File: src/rtl/lcd_text_writer_if.sv
// rtl/lcd_text_writer_if.sv - keyboard-side and LCD-side signals of the text writer
interface lcd_text_writer_if;
  logic [7:0] char_in;
  logic       char_valid;
  logic       lcd_busy;
  logic [8:0] lcd_data;
  logic       lcd_data_ready;
  logic       cursor_row;
  logic [4:0] cursor_col;
  logic       overflow;

  // The text writer itself
  modport slave (
    input  char_in, char_valid, lcd_busy,
    output lcd_data, lcd_data_ready, cursor_row, cursor_col, overflow
  );

  // Keyboard decoder plus LCD controller, seen from the writer's neighbours
  modport master (
    output char_in, char_valid, lcd_busy,
    input  lcd_data, lcd_data_ready, cursor_row, cursor_col, overflow
  );
endinterface

File: src/rtl/lcd_text_writer.sv
// rtl/lcd_text_writer.sv - buffers ASCII codes and sequences 9-bit LCD words with cursor tracking
module lcd_text_writer #(
  parameter int COLS       = 16,
  parameter int FIFO_DEPTH = 8
) (
  input  logic               clock,
  input  logic               internal_reset,
  lcd_text_writer_if.slave   bus
);

  localparam int              AW      = $clog2(FIFO_DEPTH);
  localparam logic [AW:0]     L_DEPTH = (AW+1)'(FIFO_DEPTH);
  localparam logic [5:0]      L_COLS  = 6'(COLS);

  typedef enum logic [2:0] {
    S_INIT_HI, S_INIT_LO, S_IDLE, S_SEND, S_WAIT_HI, S_WAIT_LO
  } state_t;

  state_t          r_state;
  logic [7:0]      r_fifo [FIFO_DEPTH];
  logic [AW-1:0]   r_wr_ptr, r_rd_ptr;
  logic [AW:0]     r_count;
  logic            r_overflow;
  logic [8:0]      r_w0, r_w1, r_w2;
  logic [1:0]      r_nwords, r_idx;
  logic [8:0]      r_lcd_data;
  logic            r_ready;
  logic            r_row;
  logic [4:0]      r_col;

  logic            w_full, w_push, w_pop;
  logic [7:0]      w_code;
  logic [5:0]      w_col_inc;
  logic [1:0]      w_n;
  logic [8:0]      w_w0, w_w1, w_w2, w_cur;
  logic            w_nrow;
  logic [4:0]      w_ncol;
  logic [7:0]      w_addr;

  // Fullness uses the count before this edge, so a same-edge pop never frees a slot
  assign w_full = (r_count == L_DEPTH);
  assign w_push = bus.char_valid && !w_full;
  assign w_pop  = (r_state == S_IDLE) && (r_count != '0);
  assign w_code = r_fifo[r_rd_ptr];

  assign bus.lcd_data       = r_lcd_data;
  assign bus.lcd_data_ready = r_ready;
  assign bus.cursor_row     = r_row;
  assign bus.cursor_col     = r_col;
  assign bus.overflow       = r_overflow;

  // Character storage; contents need no reset since pointers define validity
  always_ff @(posedge clock) begin
    if (w_push) r_fifo[r_wr_ptr] <= bus.char_in;
  end

  // FIFO pointers, occupancy and the sticky overflow flag
  always_ff @(posedge clock or posedge internal_reset) begin
    if (internal_reset) begin
      r_wr_ptr   <= '0;
      r_rd_ptr   <= '0;
      r_count    <= '0;
      r_overflow <= 1'b0;
    end else begin
      if (w_push) r_wr_ptr <= r_wr_ptr + AW'(1);
      if (w_pop)  r_rd_ptr <= r_rd_ptr + AW'(1);
      if (bus.char_valid && w_full) r_overflow <= 1'b1;
      case ({w_push, w_pop})
        2'b10:   r_count <= r_count + (AW+1)'(1);
        2'b01:   r_count <= r_count - (AW+1)'(1);
        default: r_count <= r_count;
      endcase
    end
  end

  // Translate the head code into up to three LCD words and the resulting cursor
  always_comb begin
    w_n       = 2'd0;
    w_w0      = 9'h000;
    w_w1      = 9'h000;
    w_w2      = 9'h000;
    w_nrow    = r_row;
    w_ncol    = r_col;
    w_col_inc = {1'b0, r_col} + 6'd1;
    w_addr    = 8'h00;
    if (w_code >= 8'h20 && w_code <= 8'h7E) begin
      w_w0 = {1'b1, w_code};
      if (w_col_inc == L_COLS) begin
        // Row 0 wraps to row 1; row 1 wraps by clearing the screen
        w_n    = 2'd2;
        w_w1   = r_row ? 9'h001 : 9'h0C0;
        w_nrow = ~r_row;
        w_ncol = 5'd0;
      end else begin
        w_n    = 2'd1;
        w_ncol = w_col_inc[4:0];
      end
    end else if (w_code == 8'h0D) begin
      w_n    = 2'd1;
      w_w0   = r_row ? 9'h001 : 9'h0C0;
      w_nrow = ~r_row;
      w_ncol = 5'd0;
    end else if (w_code == 8'h08 && r_col != 5'd0) begin
      // Move back, blank the cell, then park the cursor on it again
      w_ncol = r_col - 5'd1;
      w_addr = {1'b1, r_row, 1'b0, w_ncol};
      w_n    = 2'd3;
      w_w0   = {1'b0, w_addr};
      w_w1   = 9'h120;
      w_w2   = {1'b0, w_addr};
    end
  end

  // Select the pending word for the current list position
  always_comb begin
    case (r_idx)
      2'd0:    w_cur = r_w0;
      2'd1:    w_cur = r_w1;
      default: w_cur = r_w2;
    endcase
  end

  // Sequencer: init handshake, pop/decode, and busy-paced word delivery
  always_ff @(posedge clock or posedge internal_reset) begin
    if (internal_reset) begin
      r_state    <= S_INIT_HI;
      r_w0       <= 9'h000;
      r_w1       <= 9'h000;
      r_w2       <= 9'h000;
      r_nwords   <= 2'd0;
      r_idx      <= 2'd0;
      r_lcd_data <= 9'h000;
      r_ready    <= 1'b0;
      r_row      <= 1'b0;
      r_col      <= 5'd0;
    end else begin
      r_ready <= 1'b0;
      case (r_state)
        S_INIT_HI: if (bus.lcd_busy)  r_state <= S_INIT_LO;
        S_INIT_LO: if (!bus.lcd_busy) r_state <= S_IDLE;
        S_IDLE: begin
          if (w_pop) begin
            r_row    <= w_nrow;
            r_col    <= w_ncol;
            r_w0     <= w_w0;
            r_w1     <= w_w1;
            r_w2     <= w_w2;
            r_nwords <= w_n;
            r_idx    <= 2'd0;
            if (w_n != 2'd0) r_state <= S_SEND;
          end
        end
        S_SEND: begin
          if (!bus.lcd_busy) begin
            r_lcd_data <= w_cur;
            r_ready    <= 1'b1;
            r_state    <= S_WAIT_HI;
          end
        end
        S_WAIT_HI: if (bus.lcd_busy) r_state <= S_WAIT_LO;
        S_WAIT_LO: begin
          if (!bus.lcd_busy) begin
            if (r_idx + 2'd1 < r_nwords) begin
              r_idx   <= r_idx + 2'd1;
              r_state <= S_SEND;
            end else begin
              r_state <= S_IDLE;
            end
          end
        end
        default: r_state <= S_INIT_HI;
      endcase
    end
  end

endmodule

File: src/flat_wrapper.sv
// flat-port wrapper written by rule: the top's interface ports become plain ports
module lcd_text_writer_flat 
#(
  parameter int COLS       = 16,
  parameter int FIFO_DEPTH = 8
)
  (clock, internal_reset, bus_char_in, bus_char_valid, bus_lcd_busy, bus_lcd_data, bus_lcd_data_ready, bus_cursor_row, bus_cursor_col, bus_overflow);
  lcd_text_writer_if bus_i ();
  input  logic clock;
  input  logic internal_reset;
  input wire logic [$bits(bus_i.char_in)-1:0] bus_char_in;
  input wire logic [$bits(bus_i.char_valid)-1:0] bus_char_valid;
  input wire logic [$bits(bus_i.lcd_busy)-1:0] bus_lcd_busy;
  output wire logic [$bits(bus_i.lcd_data)-1:0] bus_lcd_data;
  output wire logic [$bits(bus_i.lcd_data_ready)-1:0] bus_lcd_data_ready;
  output wire logic [$bits(bus_i.cursor_row)-1:0] bus_cursor_row;
  output wire logic [$bits(bus_i.cursor_col)-1:0] bus_cursor_col;
  output wire logic [$bits(bus_i.overflow)-1:0] bus_overflow;
  assign bus_i.char_in = bus_char_in;
  assign bus_i.char_valid = bus_char_valid;
  assign bus_i.lcd_busy = bus_lcd_busy;
  assign bus_lcd_data = bus_i.lcd_data;
  assign bus_lcd_data_ready = bus_i.lcd_data_ready;
  assign bus_cursor_row = bus_i.cursor_row;
  assign bus_cursor_col = bus_i.cursor_col;
  assign bus_overflow = bus_i.overflow;
  lcd_text_writer #(.COLS(COLS), .FIFO_DEPTH(FIFO_DEPTH)) u_core (.clock(clock), .internal_reset(internal_reset), .bus(bus_i));
endmodule
File: config.mk
export PLATFORM = sky130hd
export DESIGN_NAME = lcd_text_writer_flat
export DESIGN_NICKNAME = d
export VERILOG_FILES = /design/src/rtl/lcd_text_writer_if.sv /design/src/rtl/lcd_text_writer.sv /design/src/flat_wrapper.sv
export SDC_FILE = /design/constraint.sdc
export NUM_CORES = 1
export LEC_CHECK = 0
export BUFFER_PORTS_ARGS = -buffer_cell sky130_fd_sc_hd__buf_2
export CORE_MARGIN = 10
export CORE_UTILIZATION = 50
export DETAILED_ROUTE_END_ITERATION = 6
export PLACE_DENSITY = 0.69
export SLEW_MARGIN = 10
export SYNTH_ARGS = -nofsm -noshare
export SYNTH_HDL_FRONTEND = slang
export SYNTH_SLANG_ARGS = --single-unit
File: constraint.sdc
create_clock -name clock -period 6.15 [get_ports clock]
set_clock_uncertainty 0.15 [all_clocks]
set_input_delay 0.3075 -clock clock [delete_from_list [all_inputs] [get_ports clock]]
set_output_delay 0.3075 -clock clock [all_outputs]
set_load 0.005 [all_outputs]
# ---- Word level (Yosys, flattened, before mapping)
# Memory sizes are Yosys's and may differ from the RTL's.
# Index checks and enable logic that the tools add are counted.
dict set report word_totals {
  ff_bits 61
  latch_bits 0
  ramBits 64
  romBits 0
  inputBits 12
  out_inout_bits 17
  word_cells 109
  memories 1
}
# name depth word_bits rd rd_clocked_by_memory_dff write_ports line_no
set memory_table {}
lappend memory_table {u_core.r_fifo 8 8 1 0 1 lcd_text_writer.sv:20} ;# logic [7:0] r_fifo [FIFO_DEPTH];
dict set report op_classes {
  n_addsub 7
  n_mul 0
  div_mod_pow 0
  magnitude_cmp 3
  eq_ne 21
  n_shift 0
  mux 40
  bitwise_logic 2
  reduce_logical 21
}
# operator n
set op_table {}
lappend op_table {{$mux W9} 8}
lappend op_table {{$mux W3} 7}
lappend op_table {{$mux W5} 4}
lappend op_table {{$pmux W3 S6} 1}
lappend op_table {{$pmux W9 S2} 1}
lappend op_table {{$eq A8 B4 Y1 const B} 2}
lappend op_table {{$mux W8} 2}
lappend op_table {{$mux W2} 7}
lappend op_table {{$ne A2 B2 Y1 const B} 7}
lappend op_table {{$ge A8 B6 Y1 const B} 1}
lappend op_table {{$le A8 B7 Y1 const B} 1}
lappend op_table {{$mux W1} 8}
lappend op_table {{$pmux W4 S2} 1}
lappend op_table {{$reduce_and A4 Y1} 2}
lappend op_table {{$reduce_bool A2 Y1} 4}
lappend op_table {{$reduce_and A7 Y1} 1}
lappend op_table {{$add A3 B1 Y3 const B} 2}
lappend op_table {{$add A5 B1 Y6 const B} 1}
lappend op_table {{$eq A3 B2 Y1 const B} 2}
lappend op_table {{$eq A3 B3 Y1 const B} 2}
lappend op_table {{$eq A6 B5 Y1 const B} 1}
lappend op_table {{$logic_and A1 B1 Y1} 5}
lappend op_table {{$reduce_bool A5 Y1} 1}
lappend op_table {{$sub A5 B1 Y5 const B} 1}
lappend op_table {{18 further kinds} 22}

# ---- Logic depth before layout (Yosys ltp)
# Gate-level depths: netlist of run 1.
# An unclocked memory read counts as a cell.
dict set report logic_depth {
  word_depth 10
  depth_mapped 11
  mapped_depth_nobuf 11
}

# ---- Least setup slack after synthesis of run 1
# OpenSTA, ideal clock, no wires.
dict set report synth_path {
  path_type {reg2reg}
  from {reg u_core.r_state[2]}
  to {reg u_core.r_count[3]}
  setup_ns 0.125
  arrival_ns 2.350
  required_time_ns 5.875
  slack_ns 3.525
  stages_incl_launch_ff 12
  n_path_buf 1
  synth_period_minus_slack_ns 2.625
  path_cell_list {dfrtp_1 -> nand2b_1 -> or3_1 -> inv_1 -> clkbuf_1 -> ha_1 -> ha_1 -> a21o_1 -> a21oi_1 -> xnor2_1 -> nor2_1 -> xor2_1}
}
dict set report synth_via {
  elab_chain_cells 4
  word_cells_on_any_way 6
  classes_between {3 x eq/ne; 1 x mux; 2 x reduce/logical}
}
# element line_no
set synth_rtl {}
lappend synth_rtl {{start, declared} lcd_text_writer.sv:19} ;# state_t r_state;
lappend synth_rtl {{start signal, assigned} lcd_text_writer.sv:126} ;# r_state <= S_INIT_HI;
lappend synth_rtl {{start signal, assigned} lcd_text_writer.sv:139} ;# S_INIT_HI: if (bus.lcd_busy) r_state <= S_INIT_LO;
lappend synth_rtl {{start signal, assigned} lcd_text_writer.sv:140} ;# S_INIT_LO: if (!bus.lcd_busy) r_state <= S_IDLE;
lappend synth_rtl {{$eq A3 B2 Y1 (*)} lcd_text_writer.sv:43} ;# assign w_pop = (r_state == S_IDLE) && (r_count != '0);
lappend synth_rtl {{$logic_and A1 B1 Y1 (*)} lcd_text_writer.sv:43}
lappend synth_rtl {{named net u_core.w_pop} lcd_text_writer.sv:31} ;# logic w_full, w_push, w_pop;
lappend synth_rtl {{$eq A2 B1 Y1 or $eq A2 B2 Y1 (tied branches)} lcd_text_writer.sv:68} ;# case ({w_push, w_pop})
lappend synth_rtl {{$pmux W4 S2 or $reduce_bool A2 Y1 (tied branches)} n/a}
lappend synth_rtl {{end signal, assigned} lcd_text_writer.sv:69} ;# 2'b10: r_count <= r_count + (AW+1)'(1);
lappend synth_rtl {{end signal, assigned} lcd_text_writer.sv:70} ;# 2'b01: r_count <= r_count - (AW+1)'(1);
lappend synth_rtl {{end signal, assigned} lcd_text_writer.sv:71} ;# default: r_count <= r_count;
lappend synth_rtl {{end, declared} lcd_text_writer.sv:22} ;# logic [AW:0] r_count;
# The timed path passes the listed nets; every way through them passes the cells marked *.
# A chain may end at the register's enable or synchronous reset.

# ---- Worst setup path in the final report of run 1
dict set report layout_path {
  from {reg u_core.r_count[3]}
  to {reg u_core.r_count[3]}
}
dict set report layout_via {
  elab_chain_cells 5
  word_cells_on_any_way 11
  classes_between {2 x add/sub; 3 x eq/ne; 1 x mux; 5 x reduce/logical}
}
# element line_no
set layout_rtl {}
lappend layout_rtl {{$eq A4 B4 Y1} lcd_text_writer.sv:41} ;# assign w_full = (r_count == L_DEPTH);
lappend layout_rtl {{$logic_not A1 Y1} lcd_text_writer.sv:42} ;# assign w_push = bus.char_valid && !w_full;
lappend layout_rtl {{$logic_and A1 B1 Y1} lcd_text_writer.sv:42}
lappend layout_rtl {{$eq A2 B1 Y1 or $eq A2 B2 Y1 (tied branches)} lcd_text_writer.sv:68}
lappend layout_rtl {{$pmux W4 S2 or $reduce_bool A2 Y1 (tied branches)} n/a}
# Several ways; a longest one is shown, not always the timed one.

==> results of run 1 <==
## metal layers
metal / part of all wire / vias to the layer above / routed length, um
met3: 0.052 / 11 / 517
met1: 0.43 / 1570 / 4310
met4: 0.012 / 0 / 119
li1: - / 1550 / -
met2: 0.50 / 75 / 5020
met5: 0 / - / 0
## placed cells by master, fill, tap and decap left out, types with 3 or more instances in the layout
master         netlist  layout
edfxtp_1            64      64
dfrtp_1             52      52
nand2_1             44      44
buf_2                5      28
nor2_1              22      22
a21oi_1             20      20
clkbuf_16            0      16
mux4_2              15      15
inv_1               13      12
o21ai_0             12      12
ha_1                12      12
dlygate4sd3_1        0      11
xnor2_1              9       9
nand3_1              7       7
nor3_1               8       5
nand2b_1             5       5
mux2i_1              5       5
o31ai_1              5       5
or3_1                4       4
nor3_2               1       4
xor2_1               4       4
o21ai_1              4       4
nor3b_1              4       4
o221ai_1             4       4
o21a_1               4       4
bufinv_16            0       4
inv_6                0       4
nor4_1               3       3
mux2i_4              3       3
a22o_1               3       3
a221oi_1             3       3
clkinv_4             0       3
## registers in the layout, summed over array words and instances (netlist names), 4 cells and up
| signal | flops |
|---|---|
| u_core.r_w0 | 9 |
| u_core.r_w2 | 6 |
| u_core.bus.cursor_col | 5 |
| u_core.bus.lcd_data | 9 |
| u_core.r_fifo | 64 |
| u_core.r_count | 4 |
## cell usage after synthesis (all sizes together), types with 4 or more instances
cell type	number
or3	4
nor3	9
mux4	16
edfxtp	64
o221ai	4
mux2i	10
o21ai	16
inv	13
ha	12
buf	9
clkbuf	11
dfrtp	52
nand2b	5
o31ai	5
o21a	4
nor2	22
xnor2	9
nand3	7
xor2	4
nand2	44
a21oi	21
nor3b	4
## metrics by stage
step	hold WS (ps)	util	power (mW)
after global routing	334	0.606	3.55
final	319	0.606	3.34
after floorplan	256	-	2.05
after global placement	305	0.534	2.28
after CTS	321	0.606	3.37
after detailed placement	305	0.534	2.31
## where the power goes
group | internal, mW | switching (mW)
registers | 1.02 | 0.222
clock network | 0.670 | 0.376
logic | 0.485 | 0.568
total | 2.18 | 1.17
## area by class of cell
| cell class | instances | area (um^2) |
|---|---|---|
| Multi-Input combinational cell | 238 | 1880 |
| Tap cell | 136 | 170 |
| Clock inverter | 15 | 219 |
| Fill cell | 824 | 4050 |
| Inverter | 14 | 53.8 |
| Sequential cell | 116 | 3220 |
| Clock buffer | 17 | 414 |
| Timing Repair Buffer | 41 | 265 |
## final timing paths
kind | startpoint | end | slack (ps) | depth (start not counted)
max in group asynchronous | internal_reset | u_core.bus.cursor_col[1]$_DFFE_PP0P_ | 4960 | 3
worst max-delay path | u_core.r_count[3]$_DFFE_PP0P_ | u_core.r_count[3]$_DFFE_PP0P_ | 2470 | 10
worst min-delay path | u_core.bus.overflow$_DFFE_PP0P_ | u_core.bus.overflow$_DFFE_PP0P_ | 320 | 1
min in group asynchronous | internal_reset | u_core.bus.lcd_data_ready$_DFF_PP0_ | 350 | 3
worst max register to register | u_core.r_count[3]$_DFFE_PP0P_ | u_core.r_count[3]$_DFFE_PP0P_ | 2470 | 10
worst min register to register | u_core.bus.overflow$_DFFE_PP0P_ | u_core.bus.overflow$_DFFE_PP0P_ | 320 | 1
## worst max-delay path, delay by kind of cell, from the launching register on
kind / cells / cell delay [ps]
AND/OR/NAND/NOR: 3 / 1130
adder cells (fa/ha/maj): 2 / 700
buffers and inverters: 1 / 540
flip-flops: 1 / 420
AO/OA/AOI/OAI: 2 / 350
XOR/XNOR: 2 / 270
## kinds of logic after synthesis
family                   share of synthesized area
flip-flops                                   0.614
adder cells (fa/ha/maj)                     0.0324
buffers and inverters                       0.0307
AND/OR/NAND/NOR                             0.0991
multiplexers                                 0.101
AO/OA/AOI/OAI                                0.101
XOR/XNOR                                    0.0217
==> impl_metrics.env, run 1 <==
export IMPL_status="complete, no violations"
export IMPL_cp_common_cell="ha_1"
export IMPL_top_usage_layer="met2"
export IMPL_worst_pin_slew_ps=1040
export IMPL_path_cells="nor4_1 -> or3_1 -> inv_1 -> ha_1 -> ha_1 -> a21o_1 -> a21oi_1 -> xnor2_1 -> nor2_1 -> xor2_1"
export IMPL_slew_headroom=0.301
export IMPL_dp_hpwl_um=6540
export IMPL_grtUsageMet1=0.177
export IMPL_postCtsResizedCells=0
export IMPL_start_kind="flop"
export IMPL_rsz0062_at_grt="false"
export IMPL_maxCapViolCount=0
export IMPL_ios=29
export IMPL_synth_cells=388
export IMPL_grt_total_usage=0.144
export IMPL_hp_class="reg2reg"
export IMPL_num_rows=37
export IMPL_grt_max_degree=53
export IMPL_syn2layout_area_growth_pct=18.6
export IMPL_die_h_um=122
export IMPL_post_drt_via_cell_ratio=5.56
export IMPL_gp_congestion=0.822
export IMPL_cts_clk_slew_worst_paths_ps=60
export IMPL_min_period_ps=3680
export IMPL_yosys_warnings=0
export IMPL_drc=0
export IMPL_post_place_ws_ps=2470
export IMPL_synth_avg_cell_area_um2=13.5
export IMPL_final_antenna_net_count=0
export IMPL_wl_per_cell_um=17.3
export IMPL_synth_edf_count=64
export IMPL_cts_buffer_depth=2
export IMPL_hold_buffers=11
export IMPL_clk_latency_ps=520
export IMPL_p_leak_nw=2.40
export IMPL_setup_slack_ps=2470
export IMPL_drive_above_1_share=0.215
export IMPL_grt_met3_usage=0.0399
export IMPL_gr_usage_met2=0.235
export IMPL_power_density_nw_per_um2=537
export IMPL_fin_setup_tns_ps=0
export IMPL_grt_overflow=0
export IMPL_clkSinkCount=116
export IMPL_end_kind="flop"
export IMPL_grt_pass1_wl_um=16600
export IMPL_wl_um=9970
export IMPL_maxSlewViolCount=0
export IMPL_antenna_found_initial=0
export IMPL_ys_async_sr_fraction=0.448
export IMPL_worstPathRequired_ps=6400
export IMPL_port_buffers=28
export IMPL_crit_arrival_ps=3930
export IMPL_initial_core_util=0.511
export IMPL_ys_ff_latch=116
export IMPL_design_area_um2=6230
export IMPL_period_share=0.598
export IMPL_cts_htree_levels=4
export IMPL_core_area_um2=10300
export IMPL_fin_cells=577
export IMPL_synth_top_area_cell="edfxtp_1"
export IMPL_drt_pass1_iter_count=5
export IMPL_fin_nets=453
export IMPL_cts_tree="yes"
export IMPL_dpl_cell_area_um2=5480
export IMPL_dieArea_um2=15000
export IMPL_ir_worst_vdd_mv=0.373
export IMPL_synth_cell_area_um2=5250
export IMPL_antennaDiodeCount=0
export IMPL_crit_type="reg2reg"
export IMPL_ys_types=61
export IMPL_hold_viol=0
export IMPL_critPathMaxFanout=29
export IMPL_clock_root_buffer="clkbuf_8"
export IMPL_cts_made_buffers=17
export IMPL_synthTopCellsByArea="edfxtp_1 (37%), dfrtp_1 (25%), mux4_2 (6.4%)"
export IMPL_slowest_stage="or3_1"
export IMPL_grt_pass1_vias=3252
export IMPL_fmax_mhz=272
export IMPL_setup_viol=0
export IMPL_seq_area_frac_synth=0.614
export IMPL_synth_top_area_frac=0.366
export IMPL_die_w_um=122
export IMPL_syn_nets=413
export IMPL_ys_flop_type="edfxtp_1"
export IMPL_vias=3206
export IMPL_placed_cells=534
export IMPL_postCtsSetupBuffers=0
export IMPL_drtIter0Drc=240
export IMPL_crit_path_max_incr_delay_ps=780
(Power assumes the default switching activity.)
==> run 2: changes to the inputs <==
--- a/config.mk
+++ b/config.mk
@@ -9,7 +9,7 @@
 export CORE_MARGIN = 10
 export CORE_UTILIZATION = 50
 export DETAILED_ROUTE_END_ITERATION = 6
-export PLACE_DENSITY = 0.69
+export PLACE_DENSITY = 0.72
 export SLEW_MARGIN = 10
 export SYNTH_ARGS = -nofsm -noshare
 export SYNTH_HDL_FRONTEND = slang
==> constraint.sdc (replaced) <==
create_clock -name clock -period 3.15 [get_ports clock]
set_clock_uncertainty 0.15 [all_clocks]
set_input_delay 0.1575 -clock clock [delete_from_list [all_inputs] [get_ports clock]]
set_output_delay 0.1575 -clock clock [all_outputs]
set_load 0.005 [all_outputs]
==> run 2 against run 1 <==
Register-to-register slack got worse by 2100 ps. Die area is the same. Non-clock buffer count grew 12. Via count rose by 1.8%. Critical path type unchanged. Sequential share of layout area down 0.18 points. Setup slack got worse by 2100 ps. Worst hold slack worse by 38 ps. First-iteration DRC count fell by 18%. Power increased by 91%. Fmax up 34%. Critical path depth decreased by 2.
==> impl_metrics.env, run 2 (synthesis results as in run 1) <==
export IMPL_syn2layout_area_growth_pct=19.0
export IMPL_drive_above_1_share=0.230
export IMPL_crit_type="reg2reg"
export IMPL_initial_core_util=0.511
export IMPL_r2r_slack_ps=400
export IMPL_dp_hpwl_um=6710
export IMPL_start_kind="flop"
export IMPL_drtIter0Drc=198
export IMPL_cp_num_buf_inv=1
export IMPL_status="complete, no violations"
export IMPL_maxSlewViolCount=0
export IMPL_fin_nets=465
export IMPL_critPathMaxFanout=18
export IMPL_clkSinkCount=116
export IMPL_clk_latency_ps=520
export IMPL_dieArea_um2=15000
export IMPL_grt_total_usage=0.150
export IMPL_final_antenna_net_count=0
export IMPL_power_density_nw_per_um2=1020
export IMPL_port_buffers=28
export IMPL_ios=29
export IMPL_min_period_ps=2750
export IMPL_maxCapViolCount=0
export IMPL_grt_pass1_vias=3374
export IMPL_r2r_start="u_core.r_rd_ptr[0]$_DFFE_PP0P_"
export IMPL_setup_viol=0
export IMPL_worst_pin_slew_ps=1070
export IMPL_clock_root_buffer="clkbuf_8"
export IMPL_hold_viol=0
export IMPL_mostFrequentLayoutCell="edfxtp_1"
export IMPL_worstPathRequired_ps=3410
export IMPL_grt_max_degree=53
export IMPL_drc=0
export IMPL_fin_cells=589
export IMPL_ir_worst_vdd_mv=0.615
export IMPL_wl_um=10400
export IMPL_slew_headroom=0.287
export IMPL_r2r_cells=8
export IMPL_largest_register="u_core.r_fifo"
export IMPL_cts_clk_slew_worst_paths_ps=60
export IMPL_placed_cells=546
export IMPL_antenna_found_initial=0
export IMPL_post_drt_via_cell_ratio=5.54
export IMPL_cts_htree_levels=4
export IMPL_postCtsSetupBuffers=0
export IMPL_end_kind="flop"
export IMPL_cts_buffer_depth=2
export IMPL_fmax_mhz=364
export IMPL_antennaDiodeCount=0
export IMPL_gr_usage_met2=0.253
export IMPL_grtUsageMet1=0.174
export IMPL_vias=3264
export IMPL_cp_top_family="compound AO/OA/AOI/OAI gates"
export IMPL_core_area_um2=10300
export IMPL_grt_overflow=0
export IMPL_hp_class="in2async"
export IMPL_wl_per_cell_um=17.6
export IMPL_path_cells="buf_12 -> mux4_2 -> mux2i_1 -> nor3_2 -> a21o_4 -> a21oi_4 -> o21ai_1 -> a22o_1"
export IMPL_mostFrequentLayoutCells="edfxtp_1 (64), dfrtp_1 (52), nand2_1 (44), buf_2 (28), nor2_1 (22)"
export IMPL_crit_path_max_incr_delay_ps=510
export IMPL_top_usage_layer="met2"
export IMPL_reg2reg_to="u_core.bus.cursor_col[3]$_DFFE_PP0P_"
export IMPL_cts_tree="yes"
export IMPL_rsz0062_at_grt="false"
export IMPL_grt_pass1_wl_um=17200
export IMPL_cts_made_buffers=17
export IMPL_drt_pass1_iter_count=4
export IMPL_crit_arrival_ps=3000
export IMPL_p_leak_nw=2.43
export IMPL_fin_setup_tns_ps=0
export IMPL_die_w_um=122
export IMPL_num_rows=37
export IMPL_slowest_stage="mux4_2"
export IMPL_gp_congestion=0.845
export IMPL_largest_register_ffs=64
export IMPL_period_share=0.872
export IMPL_die_h_um=122
export IMPL_grt_met3_usage=0.0519
## run 2: changes by cell type in the layout (fill, tap and decap cells not counted), sizes merged
cell	delta
inv	-3
clkinv	+2
clkinvlp	+2
buf	+12
bufinv	-3
clkbuf	+2
## run 2: worst max-delay path by stage
stage                                    from                              endpoint  slack (ps)  cells past startpoint
6_report       u_core.r_rd_ptr[0]$_DFFE_PP0P_  u_core.bus.cursor_col[3]$_DFFE_PP0P_         400                      8
5_1_grt        u_core.r_rd_ptr[0]$_DFFE_PP0P_            u_core.r_w0[0]$_DFFE_PP0P_         210                      8
4_1_cts        u_core.r_rd_ptr[0]$_DFFE_PP0P_  u_core.bus.cursor_col[3]$_DFFE_PP0P_         410                      8
3_5_place_dp   u_core.r_rd_ptr[2]$_DFFE_PP0P_  u_core.bus.cursor_col[4]$_DFFE_PP0P_         430                      5
3_3_place_gp   u_core.r_rd_ptr[0]$_DFFE_PP0P_            u_core.r_w0[0]$_DFFE_PP0P_         480                      8
2_1_floorplan   u_core.r_state[2]$_DFFE_PP0P_         u_core.r_count[3]$_DFFE_PP0P_         530                     11
## run 2: metrics by stage
stage          hold WS [ps]  instance area [um^2]  power, mW  worst slack (ps)   util
3_5_place_dp            275                  5570       4.60               431  0.542
3_3_place_gp            261                  5570       4.52               480  0.542
4_1_cts                 261                  6250       6.44               412  0.608
2_1_floorplan           106                  5250       4.00               525      -
6_report                281                  6250       6.39               403  0.608
5_1_grt                 297                  6250       6.80               209  0.608
## run 2: report_power, final
part	internal (mW)	total [mW]	switching, mW
registers	2.00	2.32	0.324
clock network	1.09	1.80	0.707
logic	1.03	2.27	1.25
## run 2: layout make-up
type                            instances  area (um^2)
Clock buffer                           19          442
Clock inverter                         13          126
Fill cell                             798         4030
Inverter                               14         52.6
Multi-Input combinational cell        238         1870
Sequential cell                       116         3220
Tap cell                              136          170
Timing Repair Buffer                   53          368
## run 2: what timing repair did
| action | in CTS | in global routing |
|---|---|---|
| endpoints found under the hold margin | 124 | 0 |
| hold buffers | 11 | 0 |
| resized for setup | 0 | 0 |
## run 2: layer usage
metal | vias up | routed length [um]
li1 | 1564 | -
met1 | 1604 | 4200
met2 | 84 | 5410
met3 | 12 | 609
met4 | 0 | 133
met5 | - | 0
## run 2: tightest hold or removal path, stage by stage
cell           delay, ps
dlygate4sd3_1        530
buf_2                120
inv_2                740
